## src/rtl/shift_port_arbiter.sv

```systemverilog
`default_nettype none
// +--------------------------------------------------------------------------+
// | Module      : shift_port_arbiter                                         |
// | Description : Round-robin front end for one shared combinational         |
// |               bi-directional spike shifter. Grants one of NREQ           |
// |               requesters and registers its spike vector and one-hot      |
// |               shift select toward the shifter. Captures the shifter      |
// |               result one cycle later and returns it on a valid/ready     |
// |               response channel tagged with the requester id.             |
// | Ports       : clk, rst_n (sync, active-low)                              |
// |               req_valid/req_ready/req_ip/req_shift : request side        |
// |               sh_ip/sh_mag -> shifter operands, sh_op <- shifter result  |
// |               rsp_valid/rsp_ready/rsp_data/rsp_id/rsp_err : response     |
// | Options     : SHIFT_PORT_SAT_EN - clamp out-of-range shifts to           |
// |               +/-MAX_SHIFT_MAG instead of selecting nothing.             |
// | Revision    : 1.0 - initial release                                      |
// +--------------------------------------------------------------------------+
module shift_port_arbiter #(
    parameter int LEN           = 8,
    parameter int MAX_SHIFT_MAG = 2,
    parameter int NREQ          = 4,
    parameter int SW            = $clog2(MAX_SHIFT_MAG) + 2,
    parameter int IDW           = $clog2(NREQ)
) (
    input  logic                       clk,
    input  logic                       rst_n,
    input  logic [NREQ-1:0]            req_valid,
    output logic [NREQ-1:0]            req_ready,
    input  logic [NREQ*LEN-1:0]        req_ip,
    input  logic [NREQ*SW-1:0]         req_shift,
    output logic [LEN-1:0]             sh_ip,
    output logic [2*MAX_SHIFT_MAG:0]   sh_mag,
    input  logic [LEN-1:0]             sh_op,
    output logic                       rsp_valid,
    input  logic                       rsp_ready,
    output logic [LEN-1:0]             rsp_data,
    output logic [IDW-1:0]             rsp_id,
    output logic                       rsp_err
);

    localparam int c_mag_w = 2 * MAX_SHIFT_MAG + 1;

    typedef enum logic [1:0] {
        ST_IDLE  = 2'd0,
        ST_SHIFT = 2'd1,
        ST_RESP  = 2'd2
    } state_t;

    state_t             r_state;
    state_t             w_state_next;
    logic [IDW-1:0]     r_rr_ptr;
    logic [IDW-1:0]     r_id_q;
    logic               r_err_q;

    logic               w_any_req;
    logic [IDW-1:0]     w_gnt_idx;
    logic [IDW:0]       w_cand_sum;
    logic [IDW-1:0]     w_cand;
    logic               w_rsp_accept;
    logic               w_window;
    logic               w_gnt_fire;
    logic [IDW-1:0]     w_rr_next;
    logic [LEN-1:0]     w_gnt_ip;
    logic [SW-1:0]      w_gnt_shift;
    int                 w_shift_val;
    int                 w_sel_val;
    logic               w_range_err;
    logic [c_mag_w-1:0] w_mag;

    assign w_rsp_accept = (r_state == ST_RESP) && rsp_ready;
    // A new grant may overlap the cycle in which the previous response is taken.
    assign w_window     = (r_state == ST_IDLE) || w_rsp_accept;
    assign w_gnt_fire   = rst_n && w_window && w_any_req;
    assign w_rr_next    = (w_gnt_idx == IDW'(NREQ - 1)) ? '0 : w_gnt_idx + 1'b1;

    // Round-robin search starting at r_rr_ptr; the candidate index is wrapped
    // by subtraction so NREQ need not be a power of two.
    always_comb begin
        w_any_req  = 1'b0;
        w_gnt_idx  = '0;
        w_cand_sum = '0;
        w_cand     = '0;
        for (int i = 0; i < NREQ; i++) begin
            w_cand_sum = {1'b0, r_rr_ptr} + (IDW+1)'(i);
            if (w_cand_sum >= (IDW+1)'(NREQ)) begin
                w_cand_sum = w_cand_sum - (IDW+1)'(NREQ);
            end
            w_cand = w_cand_sum[IDW-1:0];
            if (!w_any_req && req_valid[w_cand]) begin
                w_any_req = 1'b1;
                w_gnt_idx = w_cand;
            end
        end
    end

    always_comb begin
        w_gnt_ip    = '0;
        w_gnt_shift = '0;
        for (int k = 0; k < NREQ; k++) begin
            if (w_gnt_idx == IDW'(k)) begin
                w_gnt_ip    = req_ip[k*LEN +: LEN];
                w_gnt_shift = req_shift[k*SW +: SW];
            end
        end
    end

    // Select position s+MAX_SHIFT_MAG counted from the MSB, i.e. bit
    // MAX_SHIFT_MAG-s of the descending vector. An unclamped out-of-range
    // value matches no position and leaves the select all zero.
    always_comb begin
        w_shift_val = int'($signed(w_gnt_shift));
        w_range_err = (w_shift_val > MAX_SHIFT_MAG) || (w_shift_val < -MAX_SHIFT_MAG);
`ifdef SHIFT_PORT_SAT_EN
        if (w_shift_val > MAX_SHIFT_MAG) begin
            w_sel_val = MAX_SHIFT_MAG;
        end else if (w_shift_val < -MAX_SHIFT_MAG) begin
            w_sel_val = -MAX_SHIFT_MAG;
        end else begin
            w_sel_val = w_shift_val;
        end
`else
        w_sel_val = w_shift_val;
`endif
        w_mag = '0;
        for (int b = 0; b < c_mag_w; b++) begin
            if (w_sel_val == MAX_SHIFT_MAG - b) begin
                w_mag[b] = 1'b1;
            end
        end
    end

    always_comb begin
        req_ready = '0;
        for (int k = 0; k < NREQ; k++) begin
            if (w_gnt_fire && (w_gnt_idx == IDW'(k))) begin
                req_ready[k] = 1'b1;
            end
        end
    end

    always_comb begin
        w_state_next = r_state;
        case (r_state)
            ST_IDLE:  if (w_gnt_fire) w_state_next = ST_SHIFT;
            ST_SHIFT: w_state_next = ST_RESP;
            ST_RESP:  if (rsp_ready) w_state_next = w_gnt_fire ? ST_SHIFT : ST_IDLE;
            default:  w_state_next = ST_IDLE;
        endcase
    end

    always_ff @(posedge clk) begin
        if (!rst_n) begin
            r_state <= ST_IDLE;
        end else begin
            r_state <= w_state_next;
        end
    end

    // Shifter operands move only on a grant (or back to a zero select when the
    // block goes idle), keeping sh_op steady through the SHIFT cycle.
    always_ff @(posedge clk) begin
        if (!rst_n) begin
            r_rr_ptr  <= '0;
            r_id_q    <= '0;
            r_err_q   <= 1'b0;
            sh_ip     <= '0;
            sh_mag    <= '0;
            rsp_valid <= 1'b0;
            rsp_data  <= '0;
            rsp_id    <= '0;
            rsp_err   <= 1'b0;
        end else begin
            if (w_gnt_fire) begin
                sh_ip    <= w_gnt_ip;
                sh_mag   <= w_mag;
                r_err_q  <= w_range_err;
                r_id_q   <= w_gnt_idx;
                r_rr_ptr <= w_rr_next;
            end else if (w_rsp_accept) begin
                sh_mag   <= '0;
            end

            if (r_state == ST_SHIFT) begin
                rsp_data  <= sh_op;
                rsp_id    <= r_id_q;
                rsp_err   <= r_err_q;
                rsp_valid <= 1'b1;
            end else if (w_rsp_accept) begin
                rsp_valid <= 1'b0;
            end
        end
    end

endmodule
`default_nettype wire

```

## config.mk

```make
export PLATFORM = sky130hd
export DESIGN_NAME = shift_port_arbiter
export DESIGN_NICKNAME = d
export VERILOG_FILES = /design/src/rtl/shift_port_arbiter.sv
export SDC_FILE = /design/constraint.sdc
export NUM_CORES = 1
export LEC_CHECK = 0
export CAP_MARGIN = 20
export CORE_MARGIN = 2
export CORE_UTILIZATION = 35
export DETAILED_ROUTE_END_ITERATION = 7
export PLACE_DENSITY = 0.75
export SLEW_MARGIN = 20
export SYNTH_ARGS = -nofsm -noshare
export SYNTH_HDL_FRONTEND = slang
export SYNTH_SLANG_ARGS = --single-unit
```

## constraint.sdc

```tcl
create_clock -name clk -period 2.4 [get_ports clk]
set_input_delay 0.48 -clock clk [delete_from_list [all_inputs] [get_ports clk]]
set_output_delay 0.48 -clock clk [all_outputs]
set_load 0.02 [all_outputs]
```

==> results of run 1 <==
[placed cells by master, fill, tap and decap left out, drive strengths merged, types with 2 or more instances in the layout]
| master | instances |
|---|---|
| a21oi | 22 |
| nand2b | 3 |
| a21boi | 16 |
| a32oi | 2 |
| inv | 10 |
| nor2 | 7 |
| or3 | 2 |
| clkdlybuf4s50 | 79 |
| and2 | 3 |
| o21ai | 11 |
| ha | 4 |
| nand4 | 2 |
| dfxtp | 32 |
| nand2 | 31 |
| o211a | 2 |
| nand3b | 2 |
| o21a | 2 |
| o22ai | 3 |
| a221oi | 9 |
| clkbuf | 8 |
| o221ai | 4 |
| nor3 | 9 |
| nor2b | 10 |
| buf | 32 |
[through the flow]
step                      hold slack (ns)  total power [uW]  instance area, sq um
after floorplan                     0.441               944                  1700
after global placement              0.439              1240                  2760
after detailed placement            0.444              1250                  2760
after CTS                           0.454              1800                  2950
after global routing                0.485              1910                  2980
final                               0.451              1810                  2980
[flip-flops by register name (all words and copies together) (netlist names)]
name / count
rsp_data: 8
sh_ip: 8
sh_mag: 5
r_id_q: 2
r_rr_ptr: 2
r_state: 2
rsp_id: 2
r_err_q: 1
rsp_err: 1
rsp_valid: 1
[per-layer routing]
| metal | track usage | wire length, um | vias up |
|---|---|---|---|
| met2 | 0.322 | 2580 | 56 |
| met1 | 0.225 | 2170 | 862 |
| li1 | - | - | 951 |
| met3 | 0.0384 | 264 | 12 |
| met5 | 0 | 0 | - |
| met4 | 0.0828 | 129 | 0 |
[kinds of logic after synthesis]
group           Yosys count
flops                    32
compound gates           74
fa+ha+maj                 4
xor+xnor                  1
buf+inv                  23
simple gates             72
[power by group]
part,switching [uW],leakage (uW),internal (uW),total [uW]
sequential,30.1,0.000264,578,608
combinational,323,0.000808,367,690
clock,201,0.0000552,308,509
total,554,0.00113,1250,1810
[how the worst min path moves through the flow]
stage	end	depth (start not counted)
finish	sh_mag[1]	2
global route	rsp_data[1]	2
CTS	sh_mag[1]	2
detailed placement	sh_mag[1]	2
global placement	sh_mag[1]	2
floorplan	rsp_err	2
[area by class of cell]
cell class	instances	area, sq um	share of cell area
clock buffer	6	72.6	0.0243
clock inverter	2	35.0	0.0117
inverter	10	40.0	0.0134
multi-input combinational	151	1090	0.365
sequential	32	648	0.217
tap	54	67.6	0.0227
timing repair buffer	113	1030	0.345
[tightest hold or removal path: cells and delay by family, from the launching register on]
kind	cells	cell delay, ns
and+or+nand+nor	1	0.05
AOI/OAI and AO/OA	1	0.05
DFF	1	0.31
[what timing repair did]
item,in CTS,in global routing
pin swaps,11,10
hold buffers,0,0
setup buffers,2,1
setup endpoints to repair,17,7
gates resized for setup,45,17
==> impl_metrics.toml, run 1 <==
[synthesis]
ys_top_cells_by_area = "dfxtp_1 (38%), nand2_1 (6.9%), a21oi_1 (6.5%)"
synth.most_common_cell = "dfxtp_1"
ys_async_sr_fraction = 0
yosys.area.top_type = "dfxtp_1"
synth-adder-area-share = 0.0298
ys_seq_area_frac = 0.381
synth_commonest_cells = "dfxtp_1 (32), nand2_1 (31), a21oi_1 (22), a21boi_0 (13)"
synth_area_sq_um = 1680
synth_cell_type_count = 36
synth_mux_area_frac = 0
ys.flop_type = "dfxtp_1"
synthSimpleGateAreaFrac = 0.219
synth_compound_area_frac = 0.303
synth_top_family_by_area = "compound AO/OA/AOI/OAI gates"
avgSynthCellArea_sq_um = 8.16
synth_xor_area_frac = 0.00521
synth_cells = 206
synth_edf_count = 0
yosysTopAreaCellShare = 0.381
ys_ff_latch = 32
syn-num-nets = 269
yosysWarnings = 0

[critical_path]
cp_top_family = "compound AO/OA/AOI/OAI gates"
critPathCapture = "r_err_q"
crit_buf_inv = 4
crit_type = "reg2reg"
cp_num_cells = 14
slowest_delay_ns = 0.39
critical_path.most_common_cell = "buf_4"
reg2regPathDepth = 14
rr_endpoint = "r_err_q"
reg2reg_from = "r_rr_ptr[1]"
crit_required_ns = 2.57
end_kind = "flop"
ff2ff_setup_slack_ns = 0.10
critical-path-slowest-cell = "dfxtp_4"
setup.worst_path.start = "r_rr_ptr[1]"
worst_ep_arrival_time_ns = 2.46
crit_path_max_fanout = 5
critPathLaunchType = "flop"
path_cells = "a21oi_2, nor2_1, nor2_2, o22ai_2, inv_2, buf_6, ha_4, or2_4, a221oi_4, o21ai_2, buf_4, buf_4, o221ai_1, a21oi_1"

[sta]
period_needed_ns = 2.30
drv_slew = 0
skew_ns = 0.00699
maxSlewHeadroom = 0.484
setup_violations = 0
hold_viol_final = 0
fin_ws_ns = 0.102
period_share = 0.958
worst_slew_pin_slew_ns = 0.771
tns_ns = 0
fmax_mhz = 435

[routing]
via_per_inst = 5.11
dr.pass1.iters = 4
num_vias = 1881
wl_per_cell_um = 14.0
drt-initial-drc-count = 104
drtAntennaViolNets = 0
routed_wl_um = 5150
drc = 0

[floorplanning]
die_area_sq_um = 5380
die_y_um = 73.3
row_count = 25
fp.dieW_um = 73.3
io_pins = 88
start_util = 0.358
core_area_sq_um = 4690

[global_routing]
grt_antenna_before_repair = 0
grt.overflow.total = 0
grt_pass1_wl_um = 7950
grt.total_usage = 0.187
grt_pass1_vias = 1808
grt_start_max_net_pins = 33

[power]
peakVddDrop_mv = 0.284
cellPowerDensity_nw_per_um2 = 606
p_leak_uw = 0.00113

[hold_path]
worst_hold_path_type = "reg2reg"
min_from = "sh_mag[1]"

[place]
place.gp.congestion = 0.786
place_hpwl_um = 3770
post-place-ws_ns = -0.643
port_buffers = 87
place_inst = 359

[clock_tree]
cts_max_level = 2
cts_tree = "built"
cts_sinks = 32
cts-root-buf = "clkbuf_8"
worstSkewPairLatency_ns = 0.28
clkSlewWorstSetupHoldPaths_ns = 0.07
cts_buffers = 5
clk_path_buf_depth = 2

[finish]
n_fill_cell = 401
n_antenna_cell = 0
drive_gt1_frac = 0.226
area_growth_pct = 77.4
utilization = 0.636
instances_no_fill = 368
nets = 376

[flow_run]
drv_cap = 0

[status]
status = "finished clean"
No activity file was read; power rests on OpenSTA's default activity.
==> inputs of run 2 (changes only) <==
--- a/config.mk
+++ b/config.mk
@@ -7,9 +7,10 @@
 export LEC_CHECK = 0
 export CAP_MARGIN = 20
 export CORE_MARGIN = 2
-export CORE_UTILIZATION = 35
+export CORE_UTILIZATION = 53
 export DETAILED_ROUTE_END_ITERATION = 7
-export PLACE_DENSITY = 0.75
+export DONT_BUFFER_PORTS = 1
+export PLACE_DENSITY = 0.71
 export SLEW_MARGIN = 20
 export SYNTH_ARGS = -nofsm -noshare
 export SYNTH_HDL_FRONTEND = slang
==> impl_metrics.toml, run 2 (synthesized netlist as in run 1, its figures left out) <==
[clock_tree]
cts_sinks = 32
clkSlewWorstSetupHoldPaths_ns = 0.10
cts_tree = "built"
cts_buffers = 5
worstSkewPairLatency_ns = 0.33
cts_max_level = 2
clk_path_buf_depth = 2
cts-root-buf = "clkbuf_4"

[critical_path]
crit_path_max_fanout = 5
ff2ff_setup_slack_ns = 0.11
critPathLaunchType = "flop"
end_kind = "flop"
critical_path.most_common_cell = "nor2_1"
reg2reg_from = "r_rr_ptr[1]"
worst_ep_arrival_time_ns = 2.54
reg2regPathDepth = 11
path_cells = "a21oi_1, nor2_1, nor2_1, o22ai_2, inv_2, ha_2, or2_4, a221oi_4, nor2_2, or3_1, a21boi_1"
crit_required_ns = 2.65
rr_endpoint = "sh_mag[0]"
slowest_delay_ns = 0.39
critical-path-slowest-cell = "or3_1"
crit_type = "reg2reg"

[place]
place_area_sq_um = 1790
port_buffers = 0
place_hpwl_um = 3010
place.gp.congestion = 0.801

[sta]
period_needed_ns = 2.29
fmax_mhz = 437
whs_ns = 0.274
setup_violations = 0
skew_ns = 0.00543
hold_viol_final = 0
tns_ns = 0
drv_slew = 0
rsz0062_at_grt = "yes"
period_share = 0.953
maxSlewHeadroom = 0.514
worst_slew_pin_slew_ns = 0.726

[routing]
routed_wl_um = 4130
num_vias = 1507
dr.pass1.iters = 4
wl_per_cell_um = 15.9
via_per_inst = 5.80
drt-initial-drc-count = 87
drtAntennaViolNets = 0
drc = 0

[finish]
nets = 278
top_regs = "rsp_data: 8 flops, sh_ip: 8 flops, sh_mag: 5 flops"
drive_gt1_frac = 0.204
utilization = 0.648
n_fill_cell = 257
area_growth_pct = 16.7
n_antenna_cell = 0
final_area_sq_um = 1960
final_common_cell = "nand2_1"
mostFrequentLayoutCells = "nand2_1 (31), dfxtp_1 (30), a21oi_1 (21)"

[status]
status = "finished clean"

[global_routing]
grt_pass1_vias = 1458
grt.overflow.total = 0
grt_antenna_before_repair = 0
grt_pass1_wl_um = 6340
grt_start_max_net_pins = 34
grt.total_usage = 0.237

[hold_path]
worst_hold_path_type = "in2reg"
holdPathStages = 1
min_to = "r_state[1]"
min_from = "rst_n"

[power]
fin_total_pwr_uw = 1470
seq_power_share = 0.442
power_frac_clock = 0.269
p_leak_uw = 0.000723
cellInternalPower_uw = 998
cellPowerDensity_nw_per_um2 = 751
peakVddDrop_mv = 0.366
p_sw_frac = 0.322
p_sw_uw = 474
p_comb_frac = 0.289

[floorplanning]
core_area_sq_um = 3030
io_pins = 88
fp.dieW_um = 60.3
row_count = 20
die_area_sq_um = 3640
die_y_um = 60.3
start_util = 0.555

[flow_run]
drv_cap = 0
[run 2: cell count changes in the layout (fill, tap and decap cells not counted), moves of 3 or more]
| cell | previous run | this run |
|---|---|---|
| clkdlybuf4s50_1 | 79 | 0 |
| buf_4 | 25 | 13 |
| buf_2 | 6 | 0 |
| clkbuf_4 | 0 | 5 |
| clkbuf_8 | 5 | 0 |
| inv_1 | 5 | 8 |
| inv_2 | 4 | 1 |
[run 2: worst max path at each step]
| stage | cells past startpoint | slack (ns) | end | from |
|---|---|---|---|---|
| floorplan | 11 | 0.02 | sh_mag[0] | req_valid[2] |
| global placement | 11 | 0.01 | sh_mag[0] | req_valid[0] |
| detailed placement | 10 | -0.15 | sh_mag[0] | req_valid[2] |
| CTS | 7 | 0.01 | req_ready[2] | r_rr_ptr[1] |
| global route | 10 | -0.02 | req_ready[3] | r_rr_ptr[0] |
| finish | 11 | 0.11 | sh_mag[0] | r_rr_ptr[1] |
[run 2: layer usage]
metal | vias to the layer above | routed length, um | global-route usage
met1 | 695 | 1600 | 0.266
met5 | - | 0 | 0
met2 | 52 | 2170 | 0.394
met4 | 0 | 50 | 0.0825
met3 | 6 | 298 | 0.111
li1 | 754 | - | -
[run 2: final cells by class]
class                   count  area, sq um  share of cell area
clock buffers               6         41.3              0.0210
well taps                  44         55.1              0.0281
flip-flops and latches     32          646               0.329
clock inverters             2         35.0              0.0179
repair buffers             15          120              0.0612
multi-input cells         151         1020               0.522
inverters                  10         40.0              0.0204
[run 2: critical path, delay by kind of cell, from the launching register on]
kind	cells	cell delay [ns]
flops	1	0.38
simple gates	5	0.90
fa+ha+maj	1	0.22
buf+inv	1	0.10
compound gates	4	0.62
[run 2: power groups by stage]
stage	clock (uW)	combinational [uW]	sequential, uW
final	396	425	651
after global routing	437	475	658
after CTS	409	380	652
after detailed placement	0	376	663
after global placement	0	357	662
after floorplan	0	290	654
[run 2: metrics by stage]
step           setup WS [ns]  cells
4_1_cts              0.00995    258
5_1_grt              -0.0249    260
2_1_floorplan         0.0170    206
6_report               0.112    260
3_3_place_gp          0.0143    250
3_5_place_dp          -0.154    250
[run 2: what timing repair did]
item                       4_1_cts  5_1_grt
gates cloned                     0        0
pin swaps                        1        5
hold buffers                     0        0
setup endpoints to repair        5       10
buffers inserted                 0        2
gates resized for setup          3       18
